===== src/rtl/i2c_byte_shifter_pkg.sv =====
// Shared types and constants for the I2C byte shifter.
package i2c_byte_shifter_pkg;

    localparam int unsigned DIV_W_DEFAULT = 16;
    localparam int unsigned BIT_IDX_W     = 4;
    localparam logic [BIT_IDX_W-1:0] K_ACK_BIT = 4'd8;

    typedef enum logic [1:0] {
        K_IDLE,
        K_BIT_LOW,
        K_BIT_HIGH,
        K_BYTE_DONE
    } shift_state_e;

    typedef struct packed {
        logic       rw;
        logic [7:0] tx_byte;
        logic       ack_in;
    } xfer_cfg_t;

    // SDA pull-down for a given bit slot: data bits on write, ACK slot on read.
    function automatic logic sda_drive(input xfer_cfg_t cfg, input logic [BIT_IDX_W-1:0] bit_idx);
        logic oe;
        if (bit_idx == K_ACK_BIT) begin
            oe = cfg.rw & cfg.ack_in;
        end else if (cfg.rw) begin
            oe = 1'b0;
        end else begin
            oe = ~cfg.tx_byte[3'(4'd7 - bit_idx)];
        end
        return oe;
    endfunction

endpackage


===== src/rtl/i2c_byte_shifter_phase_timer.sv =====
// Divisor-timed phase counter: terminal when ctr equals divisor, then wraps to 0.
module i2c_phase_timer #(
    parameter int unsigned DIV_W = 16
) (
    input  logic             clk,
    input  logic             reset,
    input  logic [DIV_W-1:0] divisor_i,
    input  logic             hold_i,
    input  logic             clear_i,
    output logic             terminal_c_o
);

    logic [DIV_W-1:0] ctr_q;
    logic [DIV_W-1:0] ctr_d;

    assign terminal_c_o = (ctr_q == divisor_i);

    // Compare fires before increment, so an all-ones divisor never overflows.
    always_comb begin
        ctr_d = ctr_q;
        if (clear_i) begin
            ctr_d = '0;
        end else if (!hold_i) begin
            ctr_d = terminal_c_o ? '0 : ctr_q + DIV_W'(1);
        end
    end

    always_ff @(posedge clk) begin
        if (reset) begin
            ctr_q <= '0;
        end else begin
            ctr_q <= ctr_d;
        end
    end

endmodule


===== src/rtl/i2c_byte_shifter.sv =====
// I2C master data phase: 8 data bits MSB-first plus the ACK bit, with SCL stretching.
module i2c_byte_shifter
    import i2c_byte_shifter_pkg::*;
#(
    parameter int unsigned DIV_W = DIV_W_DEFAULT
) (
    input  logic             clk,
    input  logic             reset,
    input  logic [DIV_W-1:0] clock_divisor,
    input  logic             start,
    input  logic             rw,
    input  logic [7:0]       tx_byte,
    input  logic             ack_in,
    input  logic             scl_in,
    input  logic             sda_in,
    output logic             scl_oe,
    output logic             sda_oe,
    output logic             busy,
    output logic             done,
    output logic [7:0]       rx_byte,
    output logic             ack_out
);

    shift_state_e         state_q, state_d;
    logic [DIV_W-1:0]     div_q, div_d;
    xfer_cfg_t            cfg_q, cfg_d;
    logic [BIT_IDX_W-1:0] bit_idx_q, bit_idx_d;
    logic [7:0]           rx_q, rx_d;
    logic                 ack_out_q, ack_out_d;
    logic                 scl_oe_q, scl_oe_d;
    logic                 sda_oe_q, sda_oe_d;
    logic                 busy_q, busy_d;
    logic                 done_q, done_d;
    logic                 clear_c;
    logic                 hold_c;
    logic                 terminal_c;

    i2c_phase_timer #(
        .DIV_W(DIV_W)
    ) u_phase_timer (
        .clk          (clk),
        .reset        (reset),
        .divisor_i    (div_q),
        .hold_i       (hold_c),
        .clear_i      (clear_c),
        .terminal_c_o (terminal_c)
    );

    // Next state plus next values of the registered line/status outputs.
    always_comb begin
        state_d   = state_q;
        div_d     = div_q;
        cfg_d     = cfg_q;
        bit_idx_d = bit_idx_q;
        rx_d      = rx_q;
        ack_out_d = ack_out_q;
        sda_oe_d  = sda_oe_q;
        clear_c   = 1'b0;
        hold_c    = 1'b0;

        unique case (state_q)
            K_IDLE: begin
                clear_c  = 1'b1;
                sda_oe_d = 1'b0;
                if (start) begin
                    div_d     = clock_divisor;
                    cfg_d     = '{rw: rw, tx_byte: tx_byte, ack_in: ack_in};
                    bit_idx_d = '0;
                    sda_oe_d  = sda_drive(cfg_d, 4'd0);
                    state_d   = K_BIT_LOW;
                end
            end
            K_BIT_LOW: begin
                if (terminal_c) begin
                    state_d = K_BIT_HIGH;
                end
            end
            K_BIT_HIGH: begin
                // A slave holding SCL low freezes the phase counter.
                hold_c = ~scl_in;
                if (scl_in && terminal_c) begin
                    if (bit_idx_q == K_ACK_BIT) begin
                        if (!cfg_q.rw) begin
                            ack_out_d = sda_in;
                        end
                        state_d = K_BYTE_DONE;
                    end else begin
                        if (cfg_q.rw) begin
                            rx_d = {rx_q[6:0], sda_in};
                        end
                        bit_idx_d = bit_idx_q + 4'd1;
                        sda_oe_d  = sda_drive(cfg_q, bit_idx_d);
                        state_d   = K_BIT_LOW;
                    end
                end
            end
            K_BYTE_DONE: begin
                clear_c  = 1'b1;
                sda_oe_d = 1'b0;
                state_d  = K_IDLE;
            end
            default: begin
                state_d = K_IDLE;
            end
        endcase

        scl_oe_d = (state_d == K_BIT_LOW) || (state_d == K_BYTE_DONE);
        busy_d   = (state_d == K_BIT_LOW) || (state_d == K_BIT_HIGH);
        done_d   = (state_d == K_BYTE_DONE);
    end

    always_ff @(posedge clk) begin
        if (reset) begin
            state_q   <= K_IDLE;
            div_q     <= '0;
            cfg_q     <= '0;
            bit_idx_q <= '0;
            rx_q      <= '0;
            ack_out_q <= 1'b1;
            scl_oe_q  <= 1'b0;
            sda_oe_q  <= 1'b0;
            busy_q    <= 1'b0;
            done_q    <= 1'b0;
        end else begin
            state_q   <= state_d;
            div_q     <= div_d;
            cfg_q     <= cfg_d;
            bit_idx_q <= bit_idx_d;
            rx_q      <= rx_d;
            ack_out_q <= ack_out_d;
            scl_oe_q  <= scl_oe_d;
            sda_oe_q  <= sda_oe_d;
            busy_q    <= busy_d;
            done_q    <= done_d;
        end
    end

    assign scl_oe  = scl_oe_q;
    assign sda_oe  = sda_oe_q;
    assign busy    = busy_q;
    assign done    = done_q;
    assign rx_byte = rx_q;
    assign ack_out = ack_out_q;

endmodule


===== config.mk =====
export PLATFORM = sky130hd
export DESIGN_NAME = i2c_byte_shifter
export DESIGN_NICKNAME = d
export VERILOG_FILES = /design/src/rtl/i2c_byte_shifter_pkg.sv /design/src/rtl/i2c_byte_shifter_phase_timer.sv /design/src/rtl/i2c_byte_shifter.sv
export SDC_FILE = /design/constraint.sdc
export NUM_CORES = 1
export LEC_CHECK = 0
export BUFFER_PORTS_ARGS = -buffer_cell sky130_fd_sc_hd__buf_4
export CAP_MARGIN = 20
export CORE_UTILIZATION = 45
export CTS_BUF_LIST = sky130_fd_sc_hd__clkbuf_4 sky130_fd_sc_hd__clkbuf_8
export DETAILED_ROUTE_END_ITERATION = 8
export PLACE_DENSITY = 0.71
export SLEW_MARGIN = 40
export SYNTH_ARGS = -nofsm -noshare
export SYNTH_HDL_FRONTEND = slang
export SYNTH_SLANG_ARGS = --single-unit

===== constraint.sdc =====
create_clock -name clk -period 3.51 [get_ports clk]
set_input_delay 0.702 -clock clk [delete_from_list [all_inputs] [get_ports clk]]
set_output_delay 0.702 -clock clk [all_outputs]
set_load 0.01 [all_outputs]

# Yosys cells after proc, flatten, opt, wreduce, memory -nomap -nowiden
# Cells that the tools add are included.
# word_totals
register_bits	61
wordCells	69
out_inout_bits	13
# classes
n_eq_ne	12
n_lt_le_gt_ge	1
n_mux	21
n_reduce_logical	13
add_sub_neg	3
bitwise	6
# op_table
operator	count
$add 16x1->16 const B	1
$eq 16x16->1	1
$mux 16	1
$mux 4	3
$reduce_and 4->1	3
$mux 1	9
$eq 2x2->1 const B	4
$eq 4x4->1 const B	2
$mux 2	4
$pmux 2 s4	1
$pmux 4 s2	1
$ne 2x2->1 const B	3
$not 1->1	5
$add 4x1->4 const B	1
$eq 2x1->1 const B	2
$lt 3x4->1 const B	1
$reduce_or 2->1	2
$bmux 1 s3	1
$pmux 1 s3	1
$reduce_and 3->1	1
$reduce_bool 3->1	1
$sub 3x3->3 const A	1
$logic_not 2->1	1
$logic_or 1x1->1	2
other kinds (4)	4

# Longest topological paths before layout
# Gate-level depths: netlist of the first run.
# logic_depth
ltp_word	10
depth_mapped	9
depth_no_buf	8

# Hierarchy
# From an unflattened synthesis of the first run, not the netlist that was laid out.
# hier_totals
hier_cells	355
area_unflattened_um2	2960.3
# by_module_without_submodules
mod	seq_area_each_um2	area_each_um2	n_inst	cells_each
i2c_byte_shifter	880.8	1928.1	1	236
i2c_phase_timer	320.3	1032.2	1	119

# Worst setup path after synthesis of the first run
# No wires, ideal clock.
# synth_path
path_kind	register to register
from	reg u_phase_timer.ctr_q[5]
to	reg busy_q, in the netlist busy
stages_incl_launch_ff	10
setup_ns	0.126
arrival_time_ns	1.928
setup_slack_ns	1.456
cell_sequence	dfxtp_1 -> buf_6 -> xor2_1 -> nor4_1 -> nand4_1 -> buf_2 -> or2_2 -> nand2_1 -> ha_1 -> nor2b_1
# synth_via
elab_chain_len	6
word_cells_on_any_way	8
classes_between	eq/ne (3); mux (3); reduce/logical (2)
# synth_lines
element	line_no	source
from (decl)	i2c_byte_shifter_phase_timer.sv:13	logic [DIV_W-1:0] ctr_q;
from (signal assigned)	i2c_byte_shifter_phase_timer.sv:32	ctr_q <= ctr_d;
$eq 16x16->1 *	i2c_byte_shifter_phase_timer.sv:16	assign terminal_c_o = (ctr_q == divisor_i);
$logic_and 1x1->1	i2c_byte_shifter.sv:81	if (scl_in && terminal_c) begin
$mux 2	i2c_byte_shifter.sv:81	
$pmux 2 s4 *	i2c_byte_shifter.sv:61	unique case (state_q)
$eq 2x1->1 / $eq 2x2->1 (equally long branches)	i2c_byte_shifter.sv:108	busy_d = (state_d == K_BIT_LOW) || (state_d == K_BIT_HIGH);
$logic_or 1x1->1 *	i2c_byte_shifter.sv:108	
named net busy_d	i2c_byte_shifter.sv:32	logic busy_q, busy_d;
to (signal assigned)	i2c_byte_shifter.sv:133	busy_q <= busy_d;
to (decl)	i2c_byte_shifter.sv:32	
# The timed path passes the listed nets; every way through them passes the cells marked *.
# A chain may end at the register's enable or synchronous reset.

# Worst setup path in the final report of the first run
# Ends and elaborated chain as after synthesis.

==> results of run 1 <==
## report_power, final
| part | internal, mW | switching, mW | leakage (nW) |
|---|---|---|---|
| clock | 0.517 | 0.262 | 0.130 |
| sequential | 0.710 | 0.0249 | 0.488 |
| combinational | 0.0755 | 0.0905 | 0.734 |
## area by class of cell
| cell class | instances | area (sq um) |
|---|---|---|
| Clock buffer | 12 | 159 |
| Clock inverter | 4 | 95.1 |
| Fill cell | 545 | 2330 |
| Inverter | 4 | 15.0 |
| Multi-Input combinational cell | 241 | 1440 |
| Sequential cell | 60 | 1200 |
| Tap cell | 72 | 90.1 |
| Timing Repair Buffer | 46 | 345 |
## metal layers
layer	wire length, microns	part of all wire	GRT usage
met5	0	0	0
met4	85	0.015	0.0946
met3	256	0.044	0.0754
met2	2920	0.51	0.344
met1	2500	0.43	0.231
## flip-flops by register name, indices dropped and copies added, names as in the netlist
signal / cells
state_q: 1
bit_idx_q: 4
sda_oe: 1
busy: 1
cfg_q: 10
ack_out: 1
scl_oe: 1
rx_byte: 8
u_phase_timer.ctr_q: 16
done: 1
div_q: 16
## how the worst max path moves through the flow
stage / start / end / slack, ns
finish: u_phase_timer.ctr_q[5]$_SDFFE_PP0N_ / busy$_SDFF_PP0_ / 1.0
global route: u_phase_timer.ctr_q[5]$_SDFFE_PP0N_ / busy$_SDFF_PP0_ / 0.87
CTS: u_phase_timer.ctr_q[5]$_SDFFE_PP0N_ / busy$_SDFF_PP0_ / 1.00
detailed placement: u_phase_timer.ctr_q[5]$_SDFFE_PP0N_ / busy$_SDFF_PP0_ / 1.02
global placement: u_phase_timer.ctr_q[5]$_SDFFE_PP0N_ / busy$_SDFF_PP0_ / 1.10
floorplan: u_phase_timer.ctr_q[5]$_SDFFE_PP0N_ / busy$_SDFF_PP0_ / 1.46
## per-stage QoR
step           setup slack (ns)  power [mW]
2_1_floorplan              1.46       0.850
3_3_place_gp               1.10       0.914
3_5_place_dp               1.02       0.918
4_1_cts                    1.00        1.70
5_1_grt                   0.866        1.76
6_report                  0.998        1.68
## kinds of logic (layout without fill, tap and decap cells)
| group | count (synthesis) | in the layout |
|---|---|---|
| buf+inv | 19 | 66 |
| flops | 60 | 60 |
| xor+xnor | 33 | 33 |
| compound gates | 43 | 43 |
| simple gates | 148 | 148 |
| mux | 13 | 13 |
| fa+ha+maj | 4 | 4 |
## cells in the final DEF (no fill, tap or decap), drive strengths merged, types with 2 or more instances in the layout
cell type  Yosys  layout
o21ai          4       4
nand2         69      69
xor2          25      25
and3           4       4
nor4           6       6
nand3          4       4
mux4           2       2
nor3           2       2
nor2          28      28
inv            4       4
a21oi         30      30
mux2i         11      11
xnor2          8       8
o22ai          2       2
nand2b        11      11
a31oi          2       2
ha             4       4
bufinv         0       3
or2            2       2
clkbuf        10      12
nand3b         3       3
buf            5      46
nand4          9       9
and4           2       2
dfxtp         60      60
nor2b          3       3
o211ai         2       2
## critical path: stages (launching register included)
cell and delay, ns:
dfxtp_1 0.37, xor2_1 0.18, nor4_1 0.34, nand4_1 0.55, or2_2 0.51, nand2_1 0.08
ha_1 0.22, nor2b_1 0.13
==> results.md, run 1 <==
* Fin crit period at 2.51 ns
* Finished Core Util at 0.590
* Total Routing Usage GR at 0.205
* Reg2reg path depth at 7
* Post-CTS Setup Bufs at 0
* Total CTS buffers at 9
* N_diodes at 0
* Worst Hold Class: flop to flop
* Worst Hold End: cfg_q[7]$_SDFFE_PP0P_
* PD cells at 502 mW/mm^2
* Die area at 0.00637 sq mm
* DR iter-0 viols at 74
* R2R Path End: busy$_SDFF_PP0_
* Initial Utilization at 0.480
* Max Transition Viols Final at 0
* Cell Area, Placed at 0.00309 sq mm
* Crit path kind: flop to flop
* Post-synthesis cell type count at 38
* Maximum clock path buffer count at 2
* Rel. slew slack at 0.565
* Synth area leaders: dfxtp_1 (44%), nand2_1 (9.5%), xor2_1 (8.0%), a21oi_1 (5.5%), mux2i_1 (4.0%)
* Yosys top cell area share at 0.441
* Post-route ant nets at 0
* Final hold vios at 0
* Synth Area in Simple Gates at 0.261
* Post-CTS sizing at 0
* Dominant cell by count in the synthesized netlist: nand2_1
* Setup-violating endpoint count in the final report at 0
* Worst hold start: cfg_q[7]$_SDFFE_PP0P_
* CTS tree: done
* Post-Route WL at 5760 microns
* First-pass DRT Iterations at 4
* Ys async rst share at 0
* Layout cell share with drive strength beyond 1 at 0.193
* Compound-gate portion of the synthesized area at 0.0867
* Req. time, crit path at 3.72 ns
* Overall die height at 79.8 microns
* Initial antenna violation count at 0
* Clk slew on worst S/H paths at 0.06 ns
* Grt total ovfl at 0
* Final HPWL DP at 4090 microns
* FF-to-FF setup slack at 1.0 ns
* Gp weighted congestion at 0.812
* Outcome: complete, no violations
* First-pass GRT wire length at 10000 microns
* Post-synth top cells: nand2_1 (69), dfxtp_1 (60), a21oi_1 (30)
* Clk_skew at 0.00836 ns
* Post-synth top area cell: dfxtp_1
* CP Data Arrival Time at 2.72 ns
* Syn_area_per_cell at 8.52 sq um
* Hold slack at 0.452 ns
* Routed len/inst at 13.1 microns
* Worst VDD drop at 360 uV
* Clk Latency, worst-skew pair at 0.34 ns
* Buffers on Ports at 43
* CTS root buffer: clkbuf_8
* Syn Inst Count at 320
* Dpl cells at 423
* Rows at 27
* CP Max Fanout at 15
* Yosys warnings at 0
* I/O pin count at 44
* Syn Nets at 355
* Detailed-route via count at 2277
* Final worst path period share at 0.716
* Post-Layout Cell Count at 439
* Largest net degree at the start of global routing at 48
* Part of the Yosys area used for sequential elements at 0.441
* #FFs+latches synth at 60
* Pleak at 1.35 nW
* FMAX at 0.398 GHz
* Proportion of synthesized area in mux cells at 0.0569
* RR Startpoint: u_phase_timer.ctr_q[5]$_SDFFE_PP0N_
* Synth-to-Final Area Change at 22.8%
* Final nets at 397
* EDFF count, synth at 0
* XOR/XNOR share of the synthesized area at 0.106
* Combinational family with the most area after synthesis: simple AND/OR/NAND/NOR gates
* Top_reg_cell synth: dfxtp_1
* Crit. End Element: flop
* RSZ-0062 raised after global routing: false
* Crit path launch type: flop
* Post-synthesis cell area at 0.00273 sq mm
* Max Cap Violations at 0
* Cts hold-fix bufs at 0
* Clk sinks at 60
* Via-to-Cell Ratio at 5.19
* H-Tree Depth at 3
* Number of remaining DRC errors at 0
* Post-synthesis adder-cell area fraction at 0.0184
* Worst slew pin tran at 0.649 ns
* Finished Cell Area at 0.00335 sq mm
* Hold path depth at 2
* Vias in the first global route at 2297
* Die X at 79.8 microns
* CORE AREA at 0.00568 sq mm
* Setup TNS Final at 0 ns
Power figures use the tool's default switching activity.
==> inputs of run 2 (changes only) <==
--- a/config.mk
+++ b/config.mk
@@ -5,12 +5,13 @@
 export SDC_FILE = /design/constraint.sdc
 export NUM_CORES = 1
 export LEC_CHECK = 0
+export ABC_AREA = 1
 export BUFFER_PORTS_ARGS = -buffer_cell sky130_fd_sc_hd__buf_4
 export CAP_MARGIN = 20
 export CORE_UTILIZATION = 45
 export CTS_BUF_LIST = sky130_fd_sc_hd__clkbuf_4 sky130_fd_sc_hd__clkbuf_8
 export DETAILED_ROUTE_END_ITERATION = 8
-export PLACE_DENSITY = 0.71
+export PLACE_DENSITY = 0.7
 export SLEW_MARGIN = 40
 export SYNTH_ARGS = -nofsm -noshare
 export SYNTH_HDL_FRONTEND = slang
==> constraint.sdc (replaced) <==
create_clock -name clk -period 2.5 [get_ports clk]
set_input_delay 0.5 -clock clk [delete_from_list [all_inputs] [get_ports clk]]
set_output_delay 0.5 -clock clk [all_outputs]
set_load 0.01 [all_outputs]
==> run 2 against run 1 <==
  * Worst setup slack got worse by 0.41 ns
  * Combinational power increased by 67%
  * Clock skew decreased by 0.0010 ns
  * Synthesized area increased by 7.1%
  * First-iteration DRC count increased by 12%
  * Global-route usage decreased by 0.61 points
  * Hold slack got worse by 0.079 ns
  * Sequential share of layout area decreased by 1.5 points
  * Clock power increased by 6.8%
  * Wire length increased by 5.1%
  * Count of clock-buffer cells in the layout increased by 3
  * Non-clock buffer count unchanged
==> results.md, run 2 <==
* Outcome: complete, no violations (unchanged)
* Synth Area in Simple Gates at 0.336 (was 0.261)
* Reg2reg path depth at 9 (was 7)
* Yosys warnings at 0 (unchanged)
* Yosys top cell area share at 0.411 (was 0.441)
* Cts hold-fix bufs at 0 (unchanged)
* Clk sinks at 60 (unchanged)
* Total power at 2.15 mW (was 1.68 mW)
* Routed len/inst at 10.7 microns (was 13.1 microns)
* Met2 Use GR at 0.312 (was 0.344)
* Commonest non-fill, non-tap cells in the layout: nand2_1 (111), nor2_1 (79), dfxtp_1 (60), inv_1 (55), buf_4 (46) (was nand2_1 (69), dfxtp_1 (60), buf_4 (46), a21oi_1 (30), nor2_1 (27))
* Worst Hold Class: primary input to flop (was flop to flop)
* GR peak layer: met2 (unchanged)
* Rel. slew slack at 0.555 (was 0.565)
* Detailed-route via count at 2678 (was 2277)
* Post-CTS sizing at 0 (unchanged)
* DR iter-0 viols at 83 (was 74)
* PD cells at 614 mW/mm^2 (was 502 mW/mm^2)
* Syn_area_per_cell at 6.60 sq um (was 8.52 sq um)
* Gp weighted congestion at 0.848 (was 0.812)
* First-pass GRT wire length at 10200 microns (was 10000 microns)
* Worst Hold End: busy$_SDFF_PP0_ (was cfg_q[7]$_SDFFE_PP0P_)
* Overall die height at 82.5 microns (was 79.8 microns)
* #FFs+latches synth at 60 (unchanged)
* Worst hold start: reset (was cfg_q[7]$_SDFFE_PP0P_)
* Finished Core Util at 0.574 (was 0.590)
* FF-to-FF setup slack at 0.58 ns (was 1.0 ns)
* Worst slew pin tran at 0.668 ns (was 0.649 ns)
* Maximum clock path buffer count at 2 (unchanged)
* Worst VDD drop at 299 uV (was 360 uV)
* Combinational family with the most area after synthesis: simple AND/OR/NAND/NOR gates (unchanged)
* H-Tree Depth at 3 (unchanged)
* Initial Utilization at 0.479 (was 0.480)
* EDFF count, synth at 0 (unchanged)
* Ys async rst share at 0 (unchanged)
* Post-synth top cells: nand2_1 (111), nor2_1 (79), dfxtp_1 (60) (was nand2_1 (69), dfxtp_1 (60), a21oi_1 (30))
* Final hold vios at 0 (unchanged)
* I/O pin count at 44 (unchanged)
* XOR/XNOR share of the synthesized area at 0.0240 (was 0.106)
* Syn Inst Count at 442 (was 320)
* Final nets at 523 (was 397)
* Met1 usage at 0.253 (was 0.231)
* Clk Latency, worst-skew pair at 0.33 ns (was 0.34 ns)
* Clk slew on worst S/H paths at 0.06 ns (about the same)
* Proportion of synthesized area in mux cells at 0 (was 0.0569)
* Synth-to-Final Area Change at 19.8% (was 22.8%)
* Post-synthesis cell area at 0.00292 sq mm (was 0.00273 sq mm)
* CP Data Arrival Time at 2.10 ns (was 2.72 ns)
* CTS tree: done (unchanged)
* Hold slack at 0.373 ns (was 0.452 ns)
* Via-to-Cell Ratio at 4.71 (was 5.19)
* Crit path kind: flop to flop (unchanged)
* Total Routing Usage GR at 0.199 (was 0.205)
* Part of the Yosys area used for sequential elements at 0.411 (was 0.441)
* Hold path depth at 2 (unchanged)
* Buffers on Ports at 43 (unchanged)
* Post-route ant nets at 0 (unchanged)
* Die X at 82.5 microns (was 79.8 microns)
* Crit. End Element: flop (unchanged)
* Crit path launch type: flop (unchanged)
* Total CTS buffers at 9 (unchanged)
* Top_reg_cell synth: dfxtp_1 (unchanged)
* Max Cap Violations at 0 (unchanged)
* Die area at 0.00681 sq mm (was 0.00637 sq mm)
* Vias in the first global route at 2338 (was 2297)
* GRT met3 Usage at 0.0495 (was 0.0754)
* Synth area leaders: dfxtp_1 (41%), nand2_1 (14%), nor2_1 (10%), inv_1 (7.1%), o21ai_0 (5.7%) (was dfxtp_1 (44%), nand2_1 (9.5%), xor2_1 (8.0%), a21oi_1 (5.5%), mux2i_1 (4.0%))
* Most common cell after layout, fill and taps aside: nand2_1 (unchanged)
* Clk_skew at 0.00736 ns (was 0.00836 ns)
* Fin crit period at 1.92 ns (was 2.51 ns)
* Compound-gate portion of the synthesized area at 0.106 (was 0.0867)
* Rows at 28 (was 27)
* Post-synthesis cell type count at 27 (was 38)
* Number of remaining DRC errors at 0 (unchanged)
* Post-Route WL at 6050 microns (was 5760 microns)
* R2R Path End: u_phase_timer.ctr_q[5]$_SDFFE_PP0N_ (was busy$_SDFF_PP0_)
* CTS root buffer: clkbuf_8 (unchanged)
* Post-synthesis adder-cell area fraction at 0.0171 (was 0.0184)
* RSZ-0062 raised after global routing: false (unchanged)
* Post-synth top area cell: dfxtp_1 (unchanged)
* Initial antenna violation count at 0 (unchanged)
* Setup TNS Final at 0 ns (unchanged)
* Largest registers: div_q (16), u_phase_timer.ctr_q (16), cfg_q (10) (unchanged)
* Setup-violating endpoint count in the final report at 0 (unchanged)
* Final worst path period share at 0.766 (was 0.716)
* CORE AREA at 0.00610 sq mm (was 0.00568 sq mm)
* Syn Nets at 477 (was 355)
* Post-CTS Setup Bufs at 0 (unchanged)
* Final HPWL DP at 4310 microns (was 4090 microns)
* FMAX at 0.522 GHz (was 0.398 GHz)
* Max Transition Viols Final at 0 (unchanged)
* Layout cell share with drive strength beyond 1 at 0.166 (was 0.193)
* Req. time, crit path at 2.68 ns (was 3.72 ns)
* CP Max Fanout at 16 (was 15)
* First-pass DRT Iterations at 5 (was 4)
* Grt total ovfl at 0 (unchanged)
* Pleak at 1.66 nW (was 1.35 nW)
* RR Startpoint: u_phase_timer.ctr_q[2]$_SDFFE_PP0N_ (was u_phase_timer.ctr_q[5]$_SDFFE_PP0N_)
* Dominant cell by count in the synthesized netlist: nand2_1 (unchanged)
* N_diodes at 0 (unchanged)
* Largest net degree at the start of global routing at 41 (was 48)
==> run 2: area by class of cell <==
cell class | instances | area [sq um]
timing repair buffer | 46 | 345
clock buffer | 15 | 188
sequential | 60 | 1200
fill | 613 | 2600
multi-input combinational | 303 | 1410
tap | 75 | 93.8
inverter | 68 | 255
clock inverter | 1 | 5.00
==> run 2: power by group <==
group	internal, mW	total, mW	leakage [nW]	switching, mW
sequential	1.01	1.04	0.491	0.0297
combinational	0.114	0.277	1.06	0.163
clock	0.474	0.833	0.104	0.359
==> run 2: worst max-delay path, stage by stage (launching register included) <==
cell and delay (ns):
dfxtp_1 0.49, inv_2 0.04, nand2_1 0.05, nand2_1 0.05, nor2_1 0.13, nand2_1 0.11, nor2_4 0.15, nand2_4 0.09
o21ai_2 0.54, nor3b_1 0.12
==> run 2: worst max-delay path by stage <==
stage               depth (start not counted)                                 from  slack, ns                                  end
floorplan                                   9            bit_idx_q[0]$_SDFFE_PP0P_       0.86                      busy$_SDFF_PP0_
global placement                            9            bit_idx_q[0]$_SDFFE_PP0P_       0.64                      busy$_SDFF_PP0_
detailed placement                          9  u_phase_timer.ctr_q[2]$_SDFFE_PP0N_       0.59  u_phase_timer.ctr_q[5]$_SDFFE_PP0N_
CTS                                         9  u_phase_timer.ctr_q[2]$_SDFFE_PP0N_       0.56  u_phase_timer.ctr_q[5]$_SDFFE_PP0N_
global route                                9            bit_idx_q[0]$_SDFFE_PP0P_       0.42                      busy$_SDFF_PP0_
finish                                      9  u_phase_timer.ctr_q[2]$_SDFFE_PP0N_       0.58  u_phase_timer.ctr_q[5]$_SDFFE_PP0N_
==> run 2: metal layers <==
layer  up-vias  wire length (microns)
li1       1457                      -
met4         0                     65
met5         -                      0
met1      1169                   3050
met2        46                   2700
met3         6                    231
==> run 2: logic make-up after synthesis <==
logic type	count (synthesis)
compound gates	60
flops	60
buf+inv	79
simple gates	231
xor+xnor	8
fa+ha+maj	4
==> run 2: stage by stage <==
stage          area, sq um  setup WS, ns  std cells
3_5_place_dp          3300         0.587        552
3_3_place_gp          3300         0.637        552
4_1_cts               3500         0.559        568
2_1_floorplan         2920         0.859        442
5_1_grt               3500         0.417        568
6_report              3500         0.585        568
==> inputs of run 3 (changes only) <==
==> constraint.sdc (replaced) <==
create_clock -name clk -period 1.77 [get_ports clk]
set_input_delay 0.354 -clock clk [delete_from_list [all_inputs] [get_ports clk]]
set_output_delay 0.354 -clock clk [all_outputs]
set_load 0.01 [all_outputs]
==> run 3 against run 2 <==
  * Hold slack worse by 0.18 ns
  * Combinational power up 58%
  * Utilization up 3.4 points
  * Via count up 3.3%
  * Cell area up 6.0%
  * Count of clock-buffer cells in the layout down 5
  * Clock skew down 0.0015 ns
  * Largest cell class unchanged
==> results.md, run 3 (same netlist as run 2, synthesis figures left out) <==
* Routed len/inst at 11.0 microns (was 10.7 microns)
* Final hold vios at 0 (unchanged)
* Outcome: complete, no violations (unchanged)
* Area of the multi-input gates at 0.00144 sq mm (was 0.00141 sq mm)
* Vias in the first global route at 2539 (was 2338)
* Buffers on Ports at 43 (unchanged)
* Crit-path max cell delay at 0.34 ns (was 0.54 ns)
* CP Max Fanout at 4 (was 16)
* CP max stage cell: dfxtp_1 (was o21ai_2)
* GRT met3 Usage at 0.0659 (was 0.0495)
* Setup-violating endpoint count in the final report at 0 (unchanged)
* Crit. End Element: flop (unchanged)
* Post-route ant nets at 0 (unchanged)
* Pleak at 1.76 nW (was 1.66 nW)
* Final nets at 540 (was 523)
* Critical-path cell list: inv_1 > nand2_1 > nand2_1 > nor2_2 > nand2_2 > nor2_4 > nand2_4 > nor2_8 > nand2_2 > o211ai_1 > ha_1 > inv_1 > nor2_1 (was inv_2 > nand2_1 > nand2_1 > nor2_1 > nand2_1 > nor2_4 > nand2_4 > o21ai_2 > nor3b_1)
* Post-Layout Cell Count at 584 (was 568)
* Dpl cells at 565 (was 552)
* Clk_skew at 0.00590 ns (was 0.00736 ns)
* Hold slack at 0.196 ns (was 0.373 ns)
* Worst VDD drop at 484 uV (was 299 uV)
* Cell Area, Placed at 0.00341 sq mm (was 0.00330 sq mm)
* Die area at 0.00681 sq mm (unchanged)
* Maximum clock path buffer count at 2 (unchanged)
* Req. time, crit path at 2.02 ns (was 2.68 ns)
* Max Cap Violations at 0 (unchanged)
* Gp weighted congestion at 0.841 (was 0.848)
* Fill count at 599 (was 613)
* Initial Utilization at 0.479 (unchanged)
* Fin crit period at 1.72 ns (was 1.92 ns)
* CTS root buffer: clkbuf_8 (unchanged)
* DR iter-0 viols at 95 (was 83)
* I/O pin count at 44 (unchanged)
* Post-Route WL at 6420 microns (was 6050 microns)
* Overall die height at 82.5 microns (unchanged)
* RSZ-0062 raised after global routing: true (was false)
* Setup TNS Final at 0 ns (unchanged)
* First-pass DRT Iterations at 4 (was 5)
* FMAX at 0.580 GHz (was 0.522 GHz)
* Storage cell area at 0.00124 sq mm (was 0.00120 sq mm)
* Worst Hold Class: primary input to flop (unchanged)
* CTS tree: done (unchanged)
* H-Tree Depth at 3 (unchanged)
* Synth-to-Final Area Change at 27.0% (was 19.8%)
* Met1 usage at 0.249 (was 0.253)
* Grt total ovfl at 0 (unchanged)
* Final HPWL DP at 4620 microns (was 4310 microns)
* Number of remaining DRC errors at 0 (unchanged)
* Worst slew pin tran at 0.270 ns (was 0.668 ns)
* Final worst slack at 0.0450 ns (was 0.585 ns)
* Pre-CTS WS at -0.0682 ns (was 0.587 ns)
* Initial antenna violation count at 0 (unchanged)
* Final worst path period share at 0.975 (was 0.766)
* Via-to-Cell Ratio at 4.74 (was 4.71)
* Max Transition Viols Final at 0 (unchanged)
* Finished Cell Area at 0.00371 sq mm (was 0.00350 sq mm)
* Crit path kind: flop to flop (unchanged)
* Rel. slew slack at 0.820 (was 0.555)
* Rows at 28 (unchanged)
* Clk sinks at 60 (unchanged)
* Largest net degree at the start of global routing at 41 (unchanged)
* Largest registers: div_q (16), u_phase_timer.ctr_q (16), cfg_q (10) (unchanged)
* Die X at 82.5 microns (unchanged)
* Crit path launch type: flop (unchanged)
* GR peak layer: met2 (unchanged)
* Detailed-route via count at 2767 (was 2678)
* Total Routing Usage GR at 0.208 (was 0.199)
* Met2 Use GR at 0.346 (was 0.312)
* Total CTS buffers at 9 (unchanged)
* CP Data Arrival Time at 1.97 ns (was 2.10 ns)
* Clk Latency, worst-skew pair at 0.35 ns (was 0.33 ns)
* CORE AREA at 0.00610 sq mm (unchanged)
* Most common cell after layout, fill and taps aside: nand2_1 (unchanged)
* PD cells at 841 mW/mm^2 (was 614 mW/mm^2)
* Clk slew on worst S/H paths at 0.07 ns (was 0.06 ns)
* First-pass GRT wire length at 10600 microns (was 10200 microns)
* Commonest non-fill, non-tap cells in the layout: nand2_1 (109), nor2_1 (78), buf_4 (62), inv_1 (54), dfxtp_1 (34) (was nand2_1 (111), nor2_1 (79), dfxtp_1 (60), inv_1 (55), buf_4 (46))
* N_diodes at 0 (unchanged)
* Layout cell share with drive strength beyond 1 at 0.257 (was 0.166)
==> run 3: cell types whose count changed in the layout (fill, tap and decap cells not counted), moves of 2 or more <==
| cell | change |
|---|---|
| o21ai_0 | -2 |
| clkinv_2 | +2 |
| nand3_1 | -2 |
| dfxtp_1 | -26 |
| dfxtp_2 | +24 |
| clkbuf_4 | -3 |
| nand2_2 | +2 |
| dfxtp_4 | +2 |
| nand2_1 | -2 |
| buf_4 | +16 |
| clkbuf_8 | -2 |
==> run 3: final timing paths <==
check / startpoint / end / slack, ns / depth (start not counted)
max: div_q[12]$_SDFFE_PP0P_ / busy$_SDFF_PP0_ / 0.05 / 13
min: reset / busy$_SDFF_PP0_ / 0.20 / 2
max reg2reg: div_q[12]$_SDFFE_PP0P_ / busy$_SDFF_PP0_ / 0.05 / 13
min reg2reg: cfg_q[0]$_SDFFE_PP0P_ / cfg_q[0]$_SDFFE_PP0P_ / 0.46 / 2
==> run 3: per-layer routing <==
metal / wire (microns) / vias up
li1: - / 1492
met1: 3050 / 1224
met2: 3000 / 43
met3: 282 / 8
met4: 85 / 0
met5: 0 / -
==> run 3: critical path: cells and delay by family, from the launching register on <==
family / cells / cell delay, ns
adder cells (fa/ha/maj): 1 / 0.27
AND/OR/NAND/NOR: 9 / 0.81
flip-flops: 1 / 0.34
AO/OA/AOI/OAI: 1 / 0.10
buffers and inverters: 2 / 0.11
==> run 3: timing repair <==
action,CTS,global route
hold buffers,0,0
endpoints found under the setup margin,4,15
pin swaps,0,10
resized for setup,3,36
cloned,0,0
buffers inserted,0,4
==> run 3: metrics by stage <==
step / utilization / power, mW
after floorplan: - / 1.75
after global placement: 0.560 / 1.90
after detailed placement: 0.560 / 1.91
after CTS: 0.592 / 3.13
after global routing: 0.608 / 3.29
final: 0.608 / 3.12
==> run 3: where the power goes <==
part	leakage, nW	total, mW	switching (mW)	internal [mW]
clock network	0.0979	1.21	0.542	0.672
registers	0.503	1.46	0.0399	1.42
logic	1.16	0.438	0.250	0.188
total	1.76	3.12	0.832	2.28
==> run 3: final cells by class <==
type                    count  share of cell area
clock buffers              10              0.0371
clock inverters             5              0.0142
inverters                  68              0.0689
multi-input cells         303               0.389
flip-flops and latches     60               0.334
well taps                  75              0.0253
repair buffers             63               0.131
